## config.mk

```make
export PLATFORM = sky130hd
export DESIGN_NAME = rd_desc_sched
export DESIGN_NICKNAME = d
export VERILOG_FILES = /design/src/rtl/rd_desc_sched.sv
export SDC_FILE = /design/constraint.sdc
export NUM_CORES = 1
export LEC_CHECK = 0
export BUFFER_PORTS_ARGS = -buffer_cell sky130_fd_sc_hd__buf_2
export CAP_MARGIN = 0
export CORE_MARGIN = 5
export CORE_UTILIZATION = 55
export CTS_CLUSTER_SIZE = 12
export DETAILED_ROUTE_END_ITERATION = 16
export PLACE_DENSITY_LB_ADDON = 0.3
export SYNTH_ARGS = -nofsm -noshare
export SYNTH_HDL_FRONTEND = slang
export SYNTH_SLANG_ARGS = --single-unit
```

## constraint.sdc

```tcl
create_clock -name clk -period 25.8 [get_ports clk]
set_input_delay 0 -clock clk [delete_from_list [all_inputs] [get_ports clk]]
set_output_delay 0 -clock clk [all_outputs]
set_load 0.005 [all_outputs]
```

## src/rtl/rd_desc_sched.sv

```systemverilog
// Descriptor scheduler for the packet read controller: queues begin/end/control
// descriptors and launches them one at a time with back-pressure and a completion timeout.
module rd_desc_sched #(
    parameter int DEPTH          = 8,
    parameter int TIMEOUT_CYCLES = 65535,
    parameter int MAX_LEN        = 65535
) (
    input  logic                     clk,
    input  logic                     reset,
    input  logic                     desc_valid,
    output logic                     desc_ready,
    input  logic [31:0]              desc_begin,
    input  logic [31:0]              desc_end,
    input  logic [31:0]              desc_control,
    input  logic                     enable,
    input  logic                     fifo_almost_full,
    output logic                     rd_start,
    output logic [31:0]              pkt_begin,
    output logic [31:0]              pkt_end,
    output logic [31:0]              control,
    input  logic                     rd_done,
    output logic                     busy,
    output logic [$clog2(DEPTH):0]   queue_count,
    output logic [31:0]              dispatched_count,
    output logic                     err_bad_desc,
    output logic                     err_timeout,
    input  logic                     clr_err
);
    localparam int AW = $clog2(DEPTH);
    localparam int CW = AW + 1;
    localparam int TW = $clog2(TIMEOUT_CYCLES + 1);

    typedef enum logic [1:0] {IDLE, LAUNCH, WAIT, COOLDOWN} state_t;

    state_t          state_reg;
    logic [95:0]     mem [DEPTH];
    logic [AW-1:0]   wr_ptr_reg;
    logic [AW-1:0]   rd_ptr_reg;
    logic [CW-1:0]   count_reg;
    logic [TW-1:0]   timer_reg;
    logic            rd_start_reg;
    logic            busy_reg;
    logic [31:0]     pkt_begin_reg;
    logic [31:0]     pkt_end_reg;
    logic [31:0]     control_reg;
    logic [31:0]     dispatched_reg;
    logic            err_bad_reg;
    logic            err_timeout_reg;

    logic [31:0]     desc_len;
    logic            desc_legal;
    logic            push_ok;
    logic            push_bad;
    logic            launch_go;
    logic            timeout_hit;

    // Full blocks pushes even when a pop happens in the same cycle.
    assign desc_ready  = (count_reg != CW'(DEPTH));
    assign desc_len    = desc_end - desc_begin;
    assign desc_legal  = (desc_end > desc_begin) && (desc_len <= 32'(MAX_LEN));
    assign push_ok     = desc_valid && desc_ready && desc_legal;
    assign push_bad    = desc_valid && desc_ready && !desc_legal;
    assign launch_go   = (state_reg == IDLE) && enable && (count_reg != '0) && !fifo_almost_full;
    assign timeout_hit = (state_reg == WAIT) && !rd_done && (timer_reg == TW'(TIMEOUT_CYCLES - 1));

    always_ff @(posedge clk) begin
        if (push_ok)
            mem[wr_ptr_reg] <= {desc_control, desc_end, desc_begin};
    end

    always_ff @(posedge clk) begin
        if (reset) begin
            wr_ptr_reg <= '0;
            rd_ptr_reg <= '0;
            count_reg  <= '0;
        end else begin
            if (push_ok)
                wr_ptr_reg <= wr_ptr_reg + 1'b1;
            if (launch_go)
                rd_ptr_reg <= rd_ptr_reg + 1'b1;
            count_reg <= count_reg + CW'(push_ok) - CW'(launch_go);
        end
    end

    always_ff @(posedge clk) begin
        if (reset) begin
            err_bad_reg     <= 1'b0;
            err_timeout_reg <= 1'b0;
        end else begin
            err_bad_reg     <= push_bad    | (err_bad_reg     & ~clr_err);
            err_timeout_reg <= timeout_hit | (err_timeout_reg & ~clr_err);
        end
    end

    always_ff @(posedge clk) begin
        if (reset) begin
            state_reg      <= IDLE;
            timer_reg      <= '0;
            rd_start_reg   <= 1'b0;
            busy_reg       <= 1'b0;
            pkt_begin_reg  <= '0;
            pkt_end_reg    <= '0;
            control_reg    <= '0;
            dispatched_reg <= '0;
        end else begin
            case (state_reg)
                IDLE: begin
                    if (launch_go) begin
                        {control_reg, pkt_end_reg, pkt_begin_reg} <= mem[rd_ptr_reg];
                        rd_start_reg <= 1'b1;
                        busy_reg     <= 1'b1;
                        state_reg    <= LAUNCH;
                    end
                end
                LAUNCH: begin
                    rd_start_reg <= 1'b0;
                    timer_reg    <= '0;
                    state_reg    <= WAIT;
                end
                WAIT: begin
                    // A done arriving on the last allowed cycle still counts as success.
                    if (rd_done) begin
                        dispatched_reg <= dispatched_reg + 32'd1;
                        state_reg      <= COOLDOWN;
                    end else if (timeout_hit) begin
                        state_reg <= COOLDOWN;
                    end else begin
                        timer_reg <= timer_reg + 1'b1;
                    end
                end
                COOLDOWN: begin
                    busy_reg  <= 1'b0;
                    state_reg <= IDLE;
                end
                default: state_reg <= IDLE;
            endcase
        end
    end

    assign rd_start         = rd_start_reg;
    assign busy             = busy_reg;
    assign pkt_begin        = pkt_begin_reg;
    assign pkt_end          = pkt_end_reg;
    assign control          = control_reg;
    assign queue_count      = count_reg;
    assign dispatched_count = dispatched_reg;
    assign err_bad_desc     = err_bad_reg;
    assign err_timeout      = err_timeout_reg;
endmodule

```

==> results.txt <==
Setup WS pre-CTS - 20,310 ps
Util after Layout - 0.6468
Vias/cell - 5.922
Worst Max-Slew Pin Slew - 1181 ps
Avg Cell Area, Syn - 17.59 µm²
CTS Hold Buffers Added - 102
largest fanout on the critical path - 57
most frequent cells in the layout - edfxtp_1, buf_2, mux4_2
clk buf depth - 3
antenna violations before repair - 6
final setup vio count - 0
pin count of the biggest net entering global routing - 116
# nets final - 2,594
maximum clock rate - 179.7 MHz
#FFs+latches synth - 928
CTS sink count - 928
IO Port Bufs - 239
Fin Hold WS - 54.75 ps
setup slack, reg-to-reg - 21,930 ps
1st-iter DRT viols - 1,452
placed cell count - 3,109
TritonRoute pass-1 iters - 5
final worst slack - 20,240 ps
cell depth of the worst hold path - 5
final period utilization - 0.2157
outcome - finished, final reports clean
Area after DPL - 38,810 µm²
Antenna Nets Post-Route - 0
H-tree lvl count - 3
final wirelength - 81.14 mm
post-CTS setup buffers - 0
Pwr Total - 3.344 mW
net count after synthesis - 2,237
hold violation count in the final report - 0
worst skew pair latency - 640 ps
leakage power - 14.08 nW
Post-synth EDFFs - 768
width of the die - 268.2 µm
Syn. warnings - 0
drt drc - 0
Peak VDD IR - 0.05935 mV
Routed wire per std cell - 23.99 µm
area of the multi-input gates - 9838 µm²
Row Count - 94
FF-to-FF End - mem[1][18]
cts repair resizes - 0
Max-Cap Viols - 0
Largest Register - mem
Top FF cell, synth - edfxtp_1
Hold Path Sink - rd_ptr_reg[1]
Pins Over Slew Limit - 0
Die H - 268.2 µm
register area share after synthesis - 0.7162
max FFs per register - 768
setup TNS - 0 ps
crit path time final - 5565 ps
Design Area, Final - 42,680 µm²
Root Driver - clkbuf_16
Vias - 20,030
Reg2Reg Depth - 8
Seq. cell area - 26,280 µm²
vias in the first global route - 20,670
clk slew on worst S/H paths - 60 ps
Hold Path Origin - enable
GRT overflow - 0
RePlAce Congestion - 0.9155
WS Path Type - input pin to flip-flop
Ports - 240
Worst Path Arrival - 5810 ps
CP Launch Type - input pin
CTS tree - done
first-pass GRT wire length - 123.7 mm
Power Density - 78.36 nW/µm²
effective utilization at floorplan - 0.5558
r2r startpoint - queue_count[2]
Setup crit end kind - flip-flop
Post-Syn Instances - 2,085
fill count - 4,573
non-filler cells in the finished layout - 3,382
gr usage total - 0.2255
Hold WC Path Type - input pin to flip-flop
layout cells sized above 1 - 0.2382
clock buffer count from CTS - 93
commonest non-fill, non-tap cell in the layout - edfxtp_1
CP Data Required Time - 26,050 ps
RSZ-0062 raised after global routing - no
die area - 71,940 µm²
max_slew headroom - 0.2130
FFs w/ async S/R, synth - 0
Cell variety after synth - 69
Mapped Area - 36,670 µm²
Area Growth Syn to Fin - 16.38%
Detailed Place HPWL - 49.02 mm
core area - 65,980 µm²
Worst Skew - 23.61 ps
how the worst max path moves through the flow:
| stage | start | end | slack [ps] |
|---|---|---|---|
| after floorplan | desc_end[0] | mem[0][0] | 13310 |
| after global placement | desc_begin[4] | mem[1][17] | 20330 |
| after detailed placement | desc_begin[4] | mem[1][17] | 20310 |
| after CTS | desc_begin[4] | mem[1][31] | 20410 |
| after global routing | desc_begin[4] | mem[1][18] | 20160 |
| final | desc_begin[4] | mem[1][18] | 20240 |
report_power, final:
group	internal, mW	switching (mW)	total (mW)
logic	0.192	0.214	0.406
registers	1.66	0.0285	1.69
clock network	0.724	0.528	1.25
total	2.57	0.770	3.34
worst max-delay path, cell delays in order:
cell and delay [ps]:
dlygate4sd3_1 540, buf_2 190, inv_1 110, ha_1 370, a21oi_1 250, inv_1 70, o21ai_0 430, nand3_1 280
a21oi_1 210, o221ai_1 190, or4_1 600, or4_4 720, nor4b_4 300, buf_4 600, buf_4 850
per-layer routing:
layer | GRT usage | wire length, µm | share of wire | vias to the layer above
li1 | - | - | - | 9005
met2 | 0.3948 | 41930 | 0.52 | 640
met4 | 0.04707 | 1472 | 0.018 | 4
met3 | 0.03845 | 4666 | 0.058 | 120
met1 | 0.3034 | 33050 | 0.41 | 10260
met5 | 0 | 24 | 0.00030 | -
final cells by class:
| cell class | instances | area share |
|---|---|---|
| repair buffers | 367 | 0.05696 |
| inverters | 53 | 0.004779 |
| well taps | 864 | 0.02533 |
| clock inverters | 20 | 0.003313 |
| multi-input cells | 999 | 0.2305 |
| flip-flops and latches | 928 | 0.6157 |
| diodes | 3 | 0.0001759 |
| clock buffers | 148 | 0.06324 |
cells by family after synthesis:
family | synth area share
buffers and inverters | 0.01682
XOR/XNOR | 0.01218
AND/OR/NAND/NOR | 0.04770
AO/OA/AOI/OAI | 0.04354
flip-flops | 0.7162
multiplexers | 0.1464
adder cells (fa/ha/maj) | 0.01713
cells in the mapped netlist, types with 12 or more instances:
library cell,instances,area (µm²)
mux2i_1,101,1011
xnor2_1,15,131.4
inv_1,52,195.2
xor2_1,36,315.3
mux4_2,192,4324
nor2_1,182,683.2
nand4_1,19,118.9
and3_1,12,75.07
dfxtp_1,160,3203
clkbuf_1,63,236.5
ha_1,47,588.1
nand2_1,66,247.7
buf_1,33,123.9
a211oi_1,104,780.8
nand3_1,28,140.1
nor3_1,15,75.07
o21ai_0,24,120.1
a21oi_1,45,225.2
edfxtp_1,768,23060
Note: power is estimated with default switching activity, not from simulation.
